--- src/rtl/unsigned_mul_8x8_ha_array_accum.sv ---
// Final summation of the 8x8 approximate multiplier HA-array rows.
// Captures four (top, bottom) row pairs, then adds one weighted row per cycle.
module unsigned_mul_8x8_ha_array_accum #(
    parameter int NUM_ROWS = 4,
    parameter int OUT_W    = 16
) (
    input  logic             clk,
    input  logic             rst,
    input  logic             in_valid,
    output logic             in_ready,
    input  logic [8:0]       ha_array_0_t,
    input  logic [8:0]       ha_array_1_t,
    input  logic [8:0]       ha_array_2_t,
    input  logic [8:0]       ha_array_3_t,
    input  logic [6:0]       ha_array_0_b,
    input  logic [6:0]       ha_array_1_b,
    input  logic [6:0]       ha_array_2_b,
    input  logic [6:0]       ha_array_3_b,
    output logic             out_valid,
    input  logic             out_ready,
    output logic [OUT_W-1:0] product,
    output logic             out_ovf
);

    localparam int CNT_W = $clog2(NUM_ROWS);

    typedef enum logic [1:0] {
        S_IDLE,
        S_ACCUM,
        S_DONE
    } state_t;

    state_t           r_state;
    logic [CNT_W-1:0] r_cnt;
    logic [OUT_W-1:0] r_acc;
    logic             r_ovf;
    logic             r_in_ready;
    logic             r_out_valid;
    logic [8:0]       r_t [NUM_ROWS];
    logic [6:0]       r_b [NUM_ROWS];

    logic [8:0]       w_t_in [NUM_ROWS];
    logic [6:0]       w_b_in [NUM_ROWS];
    logic             w_accept;
    logic [9:0]       w_row;
    logic [CNT_W:0]   w_shamt;
    logic [OUT_W-1:0] w_addend;
    logic [OUT_W:0]   w_sum;

    assign w_t_in[0] = ha_array_0_t;
    assign w_t_in[1] = ha_array_1_t;
    assign w_t_in[2] = ha_array_2_t;
    assign w_t_in[3] = ha_array_3_t;
    assign w_b_in[0] = ha_array_0_b;
    assign w_b_in[1] = ha_array_1_b;
    assign w_b_in[2] = ha_array_2_b;
    assign w_b_in[3] = ha_array_3_b;

    assign w_accept = r_in_ready && in_valid;

    // Row k sits at weight 2^(2k); the bottom vector is a further 2 bits up.
    assign w_row    = {1'b0, r_t[r_cnt]} + {1'b0, r_b[r_cnt], 2'b00};
    assign w_shamt  = {r_cnt, 1'b0};
    assign w_addend = {{(OUT_W-10){1'b0}}, w_row} << w_shamt;
    assign w_sum    = {1'b0, r_acc} + {1'b0, w_addend};

    always_ff @(posedge clk) begin
        if (w_accept) begin
            for (int k = 0; k < NUM_ROWS; k++) begin
                r_t[k] <= w_t_in[k];
                r_b[k] <= w_b_in[k];
            end
        end
    end

    always_ff @(posedge clk) begin
        if (rst) begin
            r_state     <= S_IDLE;
            r_cnt       <= '0;
            r_acc       <= '0;
            r_ovf       <= 1'b0;
            r_in_ready  <= 1'b1;
            r_out_valid <= 1'b0;
        end else begin
            case (r_state)
                S_IDLE: begin
                    if (w_accept) begin
                        r_acc      <= '0;
                        r_ovf      <= 1'b0;
                        r_cnt      <= '0;
                        r_in_ready <= 1'b0;
                        r_state    <= S_ACCUM;
                    end
                end
                S_ACCUM: begin
                    r_acc <= w_sum[OUT_W-1:0];
                    r_ovf <= r_ovf | w_sum[OUT_W];
                    r_cnt <= r_cnt + 1'b1;
                    if (r_cnt == CNT_W'(NUM_ROWS-1)) begin
                        r_out_valid <= 1'b1;
                        r_state     <= S_DONE;
                    end
                end
                S_DONE: begin
                    if (out_ready) begin
                        r_out_valid <= 1'b0;
                        r_in_ready  <= 1'b1;
                        r_state     <= S_IDLE;
                    end
                end
                default: begin
                    r_out_valid <= 1'b0;
                    r_in_ready  <= 1'b1;
                    r_state     <= S_IDLE;
                end
            endcase
        end
    end

    assign in_ready  = r_in_ready;
    assign out_valid = r_out_valid;
    assign product   = r_acc;
    assign out_ovf   = r_ovf;

endmodule

--- config.mk ---
export PLATFORM = sky130hd
export DESIGN_NAME = unsigned_mul_8x8_ha_array_accum
export DESIGN_NICKNAME = d
export VERILOG_FILES = /design/src/rtl/unsigned_mul_8x8_ha_array_accum.sv
export SDC_FILE = /design/constraint.sdc
export NUM_CORES = 1
export LEC_CHECK = 0
export BUFFER_PORTS_ARGS = -buffer_cell sky130_fd_sc_hd__buf_2
export CORE_MARGIN = 1
export CORE_UTILIZATION = 30
export CTS_CLUSTER_DIAMETER = 30
export DETAILED_ROUTE_END_ITERATION = 8
export PLACE_DENSITY = 0.5
export SYNTH_ARGS = -nofsm -noshare
export SYNTH_HDL_FRONTEND = slang
export SYNTH_SLANG_ARGS = --single-unit
--- constraint.sdc ---
create_clock -name clk -period 9 [get_ports clk]
set_clock_uncertainty 0.2 [all_clocks]
set_input_delay 0.9 -clock clk [delete_from_list [all_inputs] [get_ports clk]]
set_output_delay 0.9 -clock clk [all_outputs]
set_load 0.005 [all_outputs]
==> results.sh, run 1 <==
export IMPL_synth_flop_cell="edfxtp_1"
export IMPL_clk_pin_slew_worst_paths_ns=0.07
export IMPL_ys_async_sr_fraction_pct=0
export IMPL_vias=3154
export IMPL_switching_share_pct=31.0
export IMPL_seq_power_share_pct=41.8
export IMPL_die_h_um=125
export IMPL_relSlewSlack_pct=29.0
export IMPL_required_ns=9.05
export IMPL_ys_warn_count=0
export IMPL_power_frac_clock_pct=33.2
export IMPL_htreeDepth=3
export IMPL_end_kind="register"
export IMPL_yosysUniqueCellTypes=51
export IMPL_ant_nets=0
export IMPL_final_cell_mix="86 x buf_2, 64 x edfxtp_1, 27 x nor2_1, 27 x nand2_1, 26 x ha_1"
export IMPL_io_pins=87
export IMPL_drtIter0Drc=149
export IMPL_pre_cts_slack_ns=3.69
export IMPL_ir_drop_mv=0.144
export IMPL_period_share_pct=58.6
export IMPL_setup_viol=0
export IMPL_drive_gt1_share_pct=28.0
export IMPL_fin_nets=545
export IMPL_die_area_mm2=0.0156
export IMPL_grt_overflow_total=0
export IMPL_intPower_uw=816
export IMPL_arrival_ns=5.32
export IMPL_crit_chain="mux4_2 > ha_1 > fa_1 > a211oi_1 > o21bai_1 > a21oi_1 > xnor2_1 > a22o_1 > ha_1 > a21o_1 > a21o_1 > a222oi_1 > nand3_1 > a32o_1"
export IMPL_p_per_area_mw_per_mm2=217
export IMPL_path_depth=14
export IMPL_cts_path_max_buffers=2
export IMPL_synth_edf_count=64
export IMPL_hold_buffers=0
export IMPL_antennaDiodeCount=0
export IMPL_power_switching_uw=367
export IMPL_fill_cells=1448
export IMPL_pwr_share_comb_pct=25.0
export IMPL_syn_cell_area_mm2=0.00453
export IMPL_cpMaxStageDelayCell="dfxtp_1"
export IMPL_p_leak_nw=2.17
export IMPL_rows=44
export IMPL_critical_path_class="reg2reg"
export IMPL_drc_errors=6
export IMPL_path_max_fanout=16
export IMPL_reg2reg_depth=14
export IMPL_cts_tree="done"
export IMPL_worst_pin_slew_ns=1.06
export IMPL_violations="design-rule violations"
export IMPL_synth_cells=366
export IMPL_firstDrtPassIters=6
export IMPL_finalSetupTns_ns=0
export IMPL_cap_violations=0
export IMPL_cpPeakStageDelay_ns=1.02
export IMPL_gp_congestion=0.894
export IMPL_min_period_ns=5.27
export IMPL_grt_pass1_vias=3183
export IMPL_worst_setup_path_start_kind="register"
export IMPL_grt_max_degree=66
export IMPL_root_buffer="clkbuf_16"
export IMPL_outcome="complete, but fails checks"
export IMPL_finalHoldViolCount=0
export IMPL_grt_pass1_wl_mm=16.3
export IMPL_drt_wirelength_per_cell_um=15.4
export IMPL_syn_to_final_growth_pct=20.2
export IMPL_die_w_um=125
export IMPL_post_cts_resized=0
export IMPL_vias_per_cell=4.94
export IMPL_cts_made_buffers=9
export IMPL_hp_class="reg2reg"
export IMPL_post_cts_setup_buffers=0
export IMPL_ys_seq_area_share_pct=53.5
export IMPL_cp_num_buf_inv=0
export IMPL_core_area_mm2=0.0146
export IMPL_crit_family="compound AO/OA/AOI/OAI gates"
export IMPL_start_util_pct=30.9
export IMPL_layout_setup_ws_ns=3.73
export IMPL_syn_nets=462
export IMPL_port_buffers=86
export IMPL_synth_area_per_cell_um2=12.4
export IMPL_rsz0062_at_grt="false"
export IMPL_wl_mm=9.83
export IMPL_clk_latency_ns=0.35
export IMPL_synth_seq_cells=89
export IMPL_antenna_found_initial=0
export IMPL_final_common_cell="buf_2"
export IMPL_fmax_mhz=190
export IMPL_hold_path_depth=2
export IMPL_cts_sinks=89
export IMPL_globalRouteTotalUtil_pct=13.5
export IMPL_hpwl_mm=7.29
export IMPL_maxSlewViolCount=0
layer usage:
metal / vias up / GRT usage, % / routed length, um
met3: 13 / 3.22 / 472
met5: - / 0 / 0
met4: 0 / 5.67 / 174
met1: 1470 / 18.1 / 4830
li1: 1579 / - / -
met2: 92 / 20.9 / 4350
through the flow:
step	power [mW]	hold WS, ns	cell area [um^2]	instances	utilization (%)
2_1_floorplan	0.714	0.253	4530	366	-
3_3_place_gp	0.795	0.244	5130	622	35.1
3_5_place_dp	0.799	0.251	5130	622	35.1
4_1_cts	1.20	0.260	5440	638	37.2
5_1_grt	1.25	0.310	5440	638	37.2
6_report	1.18	0.255	5440	638	37.2
flip-flops by register name (all words and copies together) (netlist names), named ones only:
| register | flops |
|---|---|
| in_ready | 1 |
| r_cnt | 2 |
| product | 16 |
| r_state | 2 |
| out_ovf | 1 |
| out_valid | 1 |
| r_t | 36 |
| r_b | 28 |
final cells by class:
| type | count | area, um^2 | share of cell area (%) |
|---|---|---|---|
| Sequential cell | 89 | 2420 | 44.5 |
| Multi-Input combinational cell | 251 | 2000 | 36.8 |
| Timing Repair Buffer | 87 | 438 | 8.04 |
| Tap cell | 184 | 230 | 4.23 |
| Clock buffer | 9 | 225 | 4.14 |
| Clock inverter | 7 | 83.8 | 1.54 |
| Inverter | 11 | 41.3 | 0.758 |
tightest hold or removal path, cell delays in order (launching register included):
cell     delay [ns]
dfxtp_1        0.31
nand2_1        0.05
a21oi_1        0.05
Yosys cell counts (all sizes together), types with 2 or more instances:
master   n  area [um^2]
a221oi   3         26.3
o22ai    2         12.5
mux2     2         22.5
a21oi   25          140
mux2i    9         90.1
a21o     8         60.1
xnor2    6         52.6
a31oi    3         18.8
nor4     2         12.5
a311oi   3         26.3
o211ai   5         42.5
dfxtp   25          500
o21bai   3         22.5
xor2     7         61.3
o31ai    4         30.0
buf      7         33.8
nor2b    3         18.8
nor3b    2         15.0
nand2   27          101
edfxtp  64         1920
nor2    27          101
a211oi   3         22.5
a32o     2         20.0
o21ai   20          100
nand3    6         30.0
ha      26          325
or3      3         18.8
nand2b   5         31.3
clkbuf   8         30.0
and2     3         18.8
nand4    5         31.3
a22oi    8         60.1
fa       2         40.0
mux4    16          360
inv     11         41.3
power groups by stage:
stage / clock (mW) / combinational (mW) / sequential (mW)
global placement: 0 / 0.292 / 0.503
global route: 0.422 / 0.330 / 0.498
detailed placement: 0 / 0.295 / 0.503
floorplan: 0 / 0.222 / 0.493
finish: 0.393 / 0.296 / 0.494
CTS: 0.408 / 0.297 / 0.494
worst paths after layout:
kind | from | end | slack [ns]
worst min register to register | out_valid$_SDFFE_PP0P_ | out_valid$_SDFFE_PP0P_ | 0.25
worst max-delay path | register | product[13]$_SDFFE_PP0P_ | 3.73
worst min-delay path | out_valid$_SDFFE_PP0P_ | out_valid$_SDFFE_PP0P_ | 0.25
worst max register to register | register | product[13]$_SDFFE_PP0P_ | 3.73
cell families after synthesis:
logic type	after synthesis	share of synthesized area [%]
buffers and inverters	26	2.32
DFF	89	53.5
AOI/OAI and AO/OA	95	14.1
xor gates and xnor gates	13	2.51
adders and majority gates	28	8.06
and+or+nand+nor	88	9.11
muxes	27	10.4
Power figures use the tool's default switching activity.
==> run 2: changes to the inputs <==
==> constraint.sdc (replaced) <==
create_clock -name clk -period 5.5 [get_ports clk]
set_clock_uncertainty 0.2 [all_clocks]
set_input_delay 0.55 -clock clk [delete_from_list [all_inputs] [get_ports clk]]
set_output_delay 0.55 -clock clk [all_outputs]
set_load 0.005 [all_outputs]
==> results.sh, run 2 (synthesis results as in run 1) <==
export IMPL_p_per_area_mw_per_mm2=346
export IMPL_outcome="complete, but fails checks"
export IMPL_die_h_um=125
export IMPL_grt_max_degree=65
export IMPL_rows=44
export IMPL_ir_drop_mv=0.199
export IMPL_largest_register="r_t"
export IMPL_arrival_ns=4.87
export IMPL_fin_util_pct=37.0
export IMPL_min_period_ns=4.83
export IMPL_vias=3236
export IMPL_drtIter0Drc=200
export IMPL_post_cts_setup_buffers=0
export IMPL_antennaDiodeCount=0
export IMPL_path_max_fanout=10
export IMPL_finalSetupTns_ns=0
export IMPL_required_ns=5.54
export IMPL_grt_pass1_vias=3274
export IMPL_wl_mm=10.0
export IMPL_die_area_mm2=0.0156
export IMPL_drt_wirelength_per_cell_um=15.7
export IMPL_grt_overflow_total=0
export IMPL_ant_nets=0
export IMPL_grt_pass1_wl_mm=16.2
export IMPL_syn_to_final_growth_pct=19.6
export IMPL_cts_path_max_buffers=2
export IMPL_final_cell_mix="86 x buf_2, 64 x edfxtp_1, 27 x nor2_1, 27 x nand2_1, 26 x ha_1"
export IMPL_rsz0062_at_grt="false"
export IMPL_htreeDepth=3
export IMPL_hold_buffers=0
export IMPL_drc_errors=6
export IMPL_dp_cells=624
export IMPL_root_buffer="clkbuf_16"
export IMPL_p_total_mw=1.87
export IMPL_clk_latency_ns=0.34
export IMPL_final_common_cell="buf_2"
export IMPL_dpl_instance_area_mm2=0.00515
export IMPL_vias_per_cell=5.06
export IMPL_hp_class="in2reg"
export IMPL_cts_sinks=89
export IMPL_cap_violations=0
export IMPL_period_share_pct=87.8
export IMPL_final_area_mm2=0.00542
export IMPL_drive_gt1_share_pct=27.9
export IMPL_hpwl_mm=7.49
export IMPL_finalHoldViolCount=0
export IMPL_largest_reg_flops=36
export IMPL_post_cts_resized=0
export IMPL_gp_congestion=0.909
export IMPL_end_kind="register"
export IMPL_fin_nets=547
export IMPL_p_leak_nw=2.16
export IMPL_cts_made_buffers=9
export IMPL_worst_pin_slew_ns=0.880
export IMPL_core_area_mm2=0.0146
export IMPL_setup_viol=0
export IMPL_io_pins=87
export IMPL_die_w_um=125
export IMPL_firstDrtPassIters=7
export IMPL_antenna_found_initial=0
export IMPL_violations="design-rule violations"
export IMPL_maxSlewViolCount=0
export IMPL_globalRouteTotalUtil_pct=13.5
export IMPL_cts_tree="done"
export IMPL_clk_pin_slew_worst_paths_ns=0.07
export IMPL_relSlewSlack_pct=41.2
export IMPL_worst_setup_path_start_kind="register"
export IMPL_critical_path_class="reg2reg"
export IMPL_final_cells=640
export IMPL_port_buffers=86
export IMPL_start_util_pct=30.9
export IMPL_fmax_mhz=207
run 2: path summary, 6_finish.rpt:
kind                                              from                       end  slack, ns  cells after the start
worst max register to register                register  product[13]$_SDFFE_PP0P_       0.67                     14
worst min register to register  out_valid$_SDFFE_PP0P_    out_valid$_SDFFE_PP0P_       0.25                      2
worst min-delay path                   ha_array_0_t[2]       r_t[0][2]$_DFFE_PP_       0.17                      1
worst max-delay path                          register  product[13]$_SDFFE_PP0P_       0.67                     14
run 2: power breakdown:
group	internal, mW	switching (mW)
combinational	0.202	0.290
clock	0.308	0.268
sequential	0.773	0.0317
run 2: area by class of cell:
class,count,area (um^2)
Clock inverter,6,40.0
Inverter,11,41.3
Clock buffer,10,229
Sequential cell,89,2420
Tap cell,184,230
Fill cell,1466,9230
Timing Repair Buffer,89,453
Multi-Input combinational cell,251,2000
run 2: per-layer routing:
layer  vias to the layer above  GRT usage, %  wire length [um]
li1                       1587             -                 -
met1                      1528          17.4              4760
met2                       100          21.4              4520
met3                        21          3.44               559
met4                         0          5.60               202
met5                         -             0                 0
run 2: stage by stage:
step / worst slack (ns) / hold slack, ns
2_1_floorplan: 1.19 / 0.253
3_3_place_gp: 0.689 / 0.246
3_5_place_dp: 0.641 / 0.251
4_1_cts: 0.601 / 0.159
5_1_grt: 0.195 / 0.161
6_report: 0.669 / 0.175
run 2: worst max-delay path: stages (launching register included):
cell      delay, ns
dfxtp_1        0.60
buf_4          0.32
mux4_2         0.54
ha_1           0.42
or2_2          0.35
a21oi_1        0.24
a311oi_1       0.08
a31oi_1        0.19
o21ai_0        0.17
ha_1           0.46
nand2_1        0.16
nor4_1         0.35
a222oi_1       0.17
a21o_1         0.22
a32o_1         0.24
